$ cat src/rtl/uart_prog_loader.sv
// UART program loader: 8N1 receiver packs byte pairs into 16-bit words for a 256x16
// program memory; a debounced button toggles LOAD (UART writes) and RUN (fetch reads).
module uart_prog_loader #(
    parameter int CLKS_PER_BIT    = 434,
    parameter int DEBOUNCE_CYCLES = 1000000
) (
    input  logic        clk,
    input  logic        reset,
    input  logic        rx,
    input  logic        button,
    input  logic [7:0]  addrPC,
    output logic [15:0] dataOut,
    output logic        mode,
    output logic [8:0]  word_count,
    output logic        frame_err
);
    localparam int BW = (CLKS_PER_BIT > 1) ? $clog2(CLKS_PER_BIT) : 1;
    localparam logic [BW-1:0] FULL = BW'(CLKS_PER_BIT - 1);
    localparam logic [BW-1:0] HALF = BW'((CLKS_PER_BIT / 2 > 0) ? CLKS_PER_BIT / 2 - 1 : 0);
    localparam int DW = $clog2(DEBOUNCE_CYCLES + 1);
    localparam logic [DW-1:0] DB_LAST = DW'(DEBOUNCE_CYCLES - 1);

    typedef enum logic [1:0] {S_IDLE, S_START, S_DATA, S_STOP} rx_state_e;

    logic [1:0]    rx_sync_q, btn_sync_q;
    logic          rx_s, btn_s;
    rx_state_e     state_q, state_d;
    logic [BW-1:0] baud_q, baud_d;
    logic [2:0]    bit_q, bit_d;
    logic [7:0]    shift_q, shift_d;
    logic          bv_q, bv_d, ferr_set;
    logic          db_q, db_d, toggle;
    logic [DW-1:0] dbcnt_q, dbcnt_d;
    logic          mode_q, mode_d, phase_q, phase_d, ferr_q, ferr_d, we;
    logic [7:0]    wr_q, wr_d, hi_q, hi_d;
    logic [8:0]    wc_q, wc_d;
    logic [15:0]   dout_q;
    logic [15:0]   mem [256];

    assign rx_s  = rx_sync_q[1];
    assign btn_s = btn_sync_q[1];

    always_comb begin
        state_d  = state_q;
        baud_d   = baud_q;
        bit_d    = bit_q;
        shift_d  = shift_q;
        bv_d     = 1'b0;
        ferr_set = 1'b0;
        case (state_q)
            S_IDLE: if (!rx_s) begin
                state_d = S_START;
                baud_d  = HALF;
            end
            S_START: begin
                if (baud_q != '0) baud_d = baud_q - BW'(1);
                else if (!rx_s) begin
                    state_d = S_DATA;
                    baud_d  = FULL;
                    bit_d   = 3'd0;
                end else state_d = S_IDLE;
            end
            S_DATA: begin
                if (baud_q != '0) baud_d = baud_q - BW'(1);
                else begin
                    shift_d = {rx_s, shift_q[7:1]};
                    baud_d  = FULL;
                    if (bit_q == 3'd7) state_d = S_STOP;
                    else bit_d = bit_q + 3'd1;
                end
            end
            S_STOP: begin
                if (baud_q != '0) baud_d = baud_q - BW'(1);
                else begin
                    state_d = S_IDLE;
                    if (rx_s) bv_d = 1'b1;
                    else ferr_set = 1'b1;
                end
            end
            default: state_d = S_IDLE;
        endcase
    end

    // Level is accepted only once it has differed from the current one for DEBOUNCE_CYCLES samples.
    always_comb begin
        db_d    = db_q;
        dbcnt_d = '0;
        if (btn_s != db_q) begin
            if (dbcnt_q == DB_LAST) db_d = btn_s;
            else dbcnt_d = dbcnt_q + DW'(1);
        end
    end
    assign toggle = db_q & ~db_d;

    // A toggle pre-empts any byte completing in the same cycle and drops a pending high byte.
    always_comb begin
        mode_d  = mode_q;
        phase_d = phase_q;
        wr_d    = wr_q;
        hi_d    = hi_q;
        wc_d    = wc_q;
        ferr_d  = ferr_q | ferr_set;
        we      = 1'b0;
        if (toggle) begin
            mode_d  = ~mode_q;
            phase_d = 1'b0;
            if (!mode_q) begin
                wr_d   = 8'd0;
                wc_d   = 9'd0;
                ferr_d = 1'b0;
            end
        end else if (mode_q && bv_q) begin
            if (!phase_q) begin
                hi_d    = shift_q;
                phase_d = 1'b1;
            end else begin
                we      = 1'b1;
                wr_d    = wr_q + 8'd1;
                phase_d = 1'b0;
                if (wc_q != 9'd256) wc_d = wc_q + 9'd1;
            end
        end
    end

    always_ff @(posedge clk or posedge reset) begin
        if (reset) begin
            rx_sync_q  <= 2'b11;
            btn_sync_q <= 2'b11;
            state_q    <= S_IDLE;
            baud_q     <= '0;
            bit_q      <= 3'd0;
            shift_q    <= 8'd0;
            bv_q       <= 1'b0;
            db_q       <= 1'b1;
            dbcnt_q    <= '0;
            mode_q     <= 1'b1;
            phase_q    <= 1'b0;
            wr_q       <= 8'd0;
            hi_q       <= 8'd0;
            wc_q       <= 9'd0;
            ferr_q     <= 1'b0;
            dout_q     <= 16'h0000;
        end else begin
            rx_sync_q  <= {rx_sync_q[0], rx};
            btn_sync_q <= {btn_sync_q[0], button};
            state_q    <= state_d;
            baud_q     <= baud_d;
            bit_q      <= bit_d;
            shift_q    <= shift_d;
            bv_q       <= bv_d;
            db_q       <= db_d;
            dbcnt_q    <= dbcnt_d;
            mode_q     <= mode_d;
            phase_q    <= phase_d;
            wr_q       <= wr_d;
            hi_q       <= hi_d;
            wc_q       <= wc_d;
            ferr_q     <= ferr_d;
            dout_q     <= mode_q ? 16'h0000 : mem[addrPC];
        end
    end

    always_ff @(posedge clk) begin
        if (we) mem[wr_q] <= {hi_q, shift_q};
    end

    assign dataOut    = dout_q;
    assign mode       = mode_q;
    assign word_count = wc_q;
    assign frame_err  = ferr_q;
endmodule

$ cat config.mk
export PLATFORM = sky130hd
export DESIGN_NAME = uart_prog_loader
export DESIGN_NICKNAME = d
export VERILOG_FILES = /design/src/rtl/uart_prog_loader.sv
export SDC_FILE = /design/constraint.sdc
export NUM_CORES = 2
export LEC_CHECK = 0
export ABC_AREA = 1
export CORE_ASPECT_RATIO = 1.75
export CORE_MARGIN = 2
export CORE_UTILIZATION = 25
export CTS_CLUSTER_DIAMETER = 40
export DETAILED_ROUTE_END_ITERATION = 7
export PLACE_DENSITY = 0.35
export SLEW_MARGIN = 20
export SYNTH_ARGS = -nofsm -noshare
export SYNTH_HDL_FRONTEND = slang
export SYNTH_SLANG_ARGS = --single-unit
$ cat constraint.sdc
create_clock -name clk -period 4.6 [get_ports clk]
set_input_delay 0.92 -clock clk [delete_from_list [all_inputs] [get_ports clk]]
set_output_delay 0.92 -clock clk [all_outputs]
set_load 0.05 [all_outputs]
# Word level (Yosys, flattened, before mapping)
# Memories as Yosys holds them, arrays and structs flattened.
# Cells that the tools add are included.
[word_totals]
mem_bits_rw = 4096
in_bits = 12
elab_cells = 108
latch_bits = 0
output_inout_bits = 27
n_memories = 1
romBits = 0
register_bits = 92
[mem_list]
columns = ["memory", "depth", "width", "read_ports", "rd_ports_with_merged_regs", "write_ports", "line_no", "text"]
rows = [
  ["mem", 256, 16, 1, 0, 1, "38", "logic [15:0] mem [256];"],
]
[op_classes]
eq_ne = 17
muxes = 48
bitwise = 7
n_mul = 0
n_addsub = 5
shift = 0
div_mod_pow = 0
n_lt_le_gt_ge = 0
n_reduce_logical = 14
[op_table]
columns = ["op", "count"]
rows = [
  ["9-bit two-way mux", 10],
  ["20-bit two-way mux", 2],
  ["9-bit one-hot mux with 4 select lines", 1],
  ["8-bit two-way mux", 4],
  ["20-bit by 1-bit adder with 20-bit output (second input constant)", 1],
  ["20-bit equality test (second input constant)", 1],
  ["1-bit two-way mux", 18],
  ["2-bit != test (second input constant)", 9],
  ["16-bit two-way mux", 1],
  ["2-bit two-way mux", 6],
  ["3-bit two-way mux", 4],
  ["5-bit AND reduction", 2],
  ["9-bit by 1-bit adder with 9-bit output (second input constant)", 1],
  ["9-bit != test (second input constant)", 1],
  ["3-bit AND reduction", 3],
  ["9-bit nonzero test", 1],
  ["9-bit by 1-bit subtractor with 9-bit output (second input constant)", 1],
  ["8-bit by 1-bit adder with 8-bit output (second input constant)", 1],
  ["2-bit one-hot mux with 4 select lines", 1],
  ["2-bit nonzero test", 4],
  ["3-bit one-hot mux with 2 select lines", 1],
  ["1-bit NOT", 5],
  ["2-bit equality test (second input constant)", 2],
  ["4-bit AND reduction", 1],
  ["10 further kinds", 10],
]

# Depth between registers and ports, before layout
[depth]
word_depth = 8
mapped_depth = 15

# Least setup slack after synthesis
# No wires, ideal clock.
[synth_path]
path_type = "register to register"
from = "reg shift_q[0]"
to = "mem mem[0][0] (data pin)"
slack_ns = 0.595
t_required_ns = 3.793
path_stages_with_launch = 1
path_buffers = 0
arrival_time_ns = 3.198
setup_ns = 0.807
cell_sequence = "dfrtp_1"
[synth_lines]
columns = ["element", "line_no", "text"]
rows = [
  ["start: declaration", "30", "logic [7:0] shift_q, shift_d;"],
  ["start signal: assignment", "149", "shift_q <= shift_d;"],
  ["end: declaration", "38", ""],
]
# No word-level cell before the write port.

# Worst setup path after layout
[layout_path]
from = "reg dbcnt_q[0]"
to = "mem mem[51][4] (enable)"
[layout_between]
elab_chain_cells = 8
[layout_rtl]
columns = ["element", "line_no", "text"]
rows = [
  ["start: declaration", "33", "logic [DW-1:0] dbcnt_q, dbcnt_d;"],
  ["start signal: assignment", "152", "dbcnt_q <= dbcnt_d;"],
  ["20-bit equality test", "89", "if (dbcnt_q == DB_LAST) db_d = btn_s;"],
  ["1-bit two-way mux", "89", ""],
  ["1-bit two-way mux", "88", "if (btn_s != db_q) begin"],
  ["1-bit NOT", "93", "assign toggle = db_q & ~db_d;"],
  ["1-bit bitwise AND", "93", ""],
  ["1-bit two-way mux", "104", "if (toggle) begin"],
  ["1-bit two-way mux", "164", "if (we) mem[wr_q] <= {hi_q, shift_q};"],
  ["1-bit two-way mux (implied by the code)", "164", ""],
]
# No other way between the ends.

==> run summary <==
Headroom to the max-slew limit: 16.2%
Slowest-stage cell, CP: nor2_2
Register area: 125000 um2
DR iter-0 viols: 8187
Cell Rows: 399
Kind of critical path: reg -> reg
Vias in the first global route: 113k
Synth area leaders: edfxtp_1 73%, nand3_1 12%, nand2_1 9.3%, buf_2 1.4%, dfrtp_1 1.3%
Max-slew violations: 0
Synth cell count leaders: 4189 x nand2_1, 4096 x edfxtp_1, 3893 x nand3_1
Overall routing resource usage: 18.5%
Chip Width: 625 um
Post-Synthesis Net Count: 14.1k
CP required: 5.26 ns
Nets: 14.5k
Final min period: 3.84 ns
Antenna violations before repair: 31
CTS Hold Buffers Added: 0
Tightest Pin Transition: 1.26 ns
Final hold vios: 0
Netlist cell types: 40
Seq cells post-synth: 4188
Area of the multi-input gates: 39200 um2
GPL Wtd Cong: 0.774
PortBufs: 38
Dpl ws: -0.327 ns
Yosys warns: 0
DRC: 0
Wire length of the first global-routing pass: 902000 um
Worst-path clk slew: 0.06 ns
Setup bufs post-CTS: 0
Max clock buf depth: 5
Setup crit end kind: flip-flop
RSZ-0062 raised after global routing: no
Ys flop type: edfxtp_1
Syn-to-layout area delta: 19.5%
Syn avg cell area: 12.0 um2
Number of buffers created by CTS: 551
Final worst slack: 0.758 ns
Area of the die: 682000 um2
Final Non-Filler Cells: 23.6k
Pin count of the biggest net entering global routing: 138
Crit-path cells: ha_1, nand3_1, nor2_1, nand2_1, nor2_2, nand3_4, inv_2, nor2_4, nand2_4, inv_2, nand3_4, nor2_2, buf_4
I/O pin count: 39
Hold crit path type: in -> reg
Core Footprint: 674000 um2
Num Clock Sinks: 4188
Setup Viol. Count Final: 0
PwrDens: 444 nW/um2
Placed Cells: 22.7k
Antenna-violating nets left: 0
Lkg Pwr: 67.5 nW
Final HPWL from detailed placement: 393000 um
Initial core utilization: 25.1%
Die span in y: 1090 um
EDFF count, synth: 4096
Period utilization: 83.5%
First-pass DRT Iterations: 5
CTS Root Cell: clkbuf_16
Synth area leader: edfxtp_1
CTS tree: built
Max-cap violations: 0
DR vias/cell: 4.70
WP data arrival: 4.50 ns
Maximum vdd drop: 0.369 mV
Gr ovfl total: 0
Seq/Total Area, Yosys: 74.2%
Vias: 111k
Startpoint types: flip-flop
Critical Path Max Stage Delay: 0.56 ns
# fillers: 68.6k
# resized after CTS: 0
Clock latency on the worst-skew pair: 1.02 ns
Post-Syn Area: 169000 um2
H-tree level count: 6
Post-synthesis async set-or-reset flop share: 2.20%
Final WL: 644000 um
Post-Synthesis Cells: 14.0k
Share of cells above drive strength 1: 11.6%
Run status: finished clean
Wire per inst: 27.2 um
Count leader, synth: nand2_1
Top achievable clock speed: 260 MHz
Synth top area share: 72.8%
Setup Skew: 0.0585 ns
Worst-path fanout max: 15
-- state kept, by name, summed over array words and instances, names as in the netlist, named ones only --
signal,cells
baud_q,9
bit_q,3
btn_sync_q,2
bv_q,1
dataOut,16
db_q,1
dbcnt_q,20
frame_err,1
hi_q,8
mem,4096
mode,1
phase_q,1
rx_sync_q,2
shift_q,8
state_q,1
word_count,9
wr_q,8
-- per-stage QoR --
step | util (%) | hold WS [ns] | TNS (ns) | power [mW] | area [um2]
2_1_floorplan | - | 0.345 | 0 | 44.8 | 169000
3_3_place_gp | 27.3 | 0.347 | -1.44 | 47.1 | 184000
3_5_place_dp | 27.3 | 0.350 | -1.15 | 47.1 | 184000
4_1_cts | 30.0 | 0.212 | 0 | 90.9 | 202000
5_1_grt | 30.0 | 0.268 | 0 | 92.4 | 202000
6_report | 30.0 | 0.307 | 0 | 89.6 | 202000
-- layout make-up --
class	count	share of cell area, %
well taps	8822	5.47
multi-input cells	8831	19.4
repair buffers	768	3.93
inverters	83	0.174
clock buffers	643	7.22
diodes	10	0.0124
flip-flops and latches	4188	62.1
clock inverters	294	1.67
-- metal layers --
| metal | routed length, um | track usage (%) | vias up |
|---|---|---|---|
| met3 | 17700 | 1.72 | 817 |
| met5 | 9 | 0 | - |
| met1 | 262000 | 22.2 | 57300 |
| met4 | 21500 | 6.44 | 2 |
| li1 | - | - | 50800 |
| met2 | 343000 | 34.3 | 2086 |
-- cell usage in the layout, fill, tap and decap left out, drive strengths merged --
cell	n
nor4	7
nand4	14
ha	15
o21a	1
bufinv	64
xor2	15
o31ai	1
xnor2	3
nor2	450
nand2	4193
o211ai	1
clkdlybuf4s50	31
a22oi	4
diode	10
clkbuf	643
o21ai	110
or2	2
edfxtp	4096
buf	737
clkinv	166
inv	109
a31o	1
clkinvlp	38
nor3	19
and3	1
nand3	3902
o2111ai	1
a211oi	2
nand3b	6
dfstp	6
a21oi	49
o22ai	34
dfrtp	86
-- where the power goes --
part	leakage (nW)	internal [mW]	total [mW]	switching, mW
registers	29.4	41.3	41.3	0.0721
clock network	8.72	26.3	43.4	17.1
logic	29.4	1.31	4.86	3.55
-- kinds of logic after synthesis --
group	after synthesis	synth area share, %
buf+inv	1030	2.82
xor+xnor	18	0.0933
fa+ha+maj	15	0.111
compound gates	204	0.647
simple gates	8594	22.1
flops	4188	74.2
-- critical path, delay by kind of cell, from the launching register on --
| kind | cells | cell delay [ns] |
|---|---|---|
| and+or+nand+nor | 9 | 1.83 |
| buffers and inverters | 3 | 0.89 |
| DFF | 1 | 0.39 |
| adders and majority gates | 1 | 0.25 |
-- final timing paths --
path                            slack, ns      endpoint  cells past startpoint         start
worst min-delay path                 0.31  rx_sync_q[0]                      1            rx
worst max-delay path                 0.76    mem[51][4]                     13    dbcnt_q[0]
max in group asynchronous            3.06       wr_q[2]                      3         reset
worst min register to register       0.36  rx_sync_q[1]                      0  rx_sync_q[0]
min in group asynchronous            0.43     baud_q[3]                      2         reset
worst max register to register       0.76    mem[51][4]                     13    dbcnt_q[0]
No activity file was read; power rests on OpenSTA's default activity.
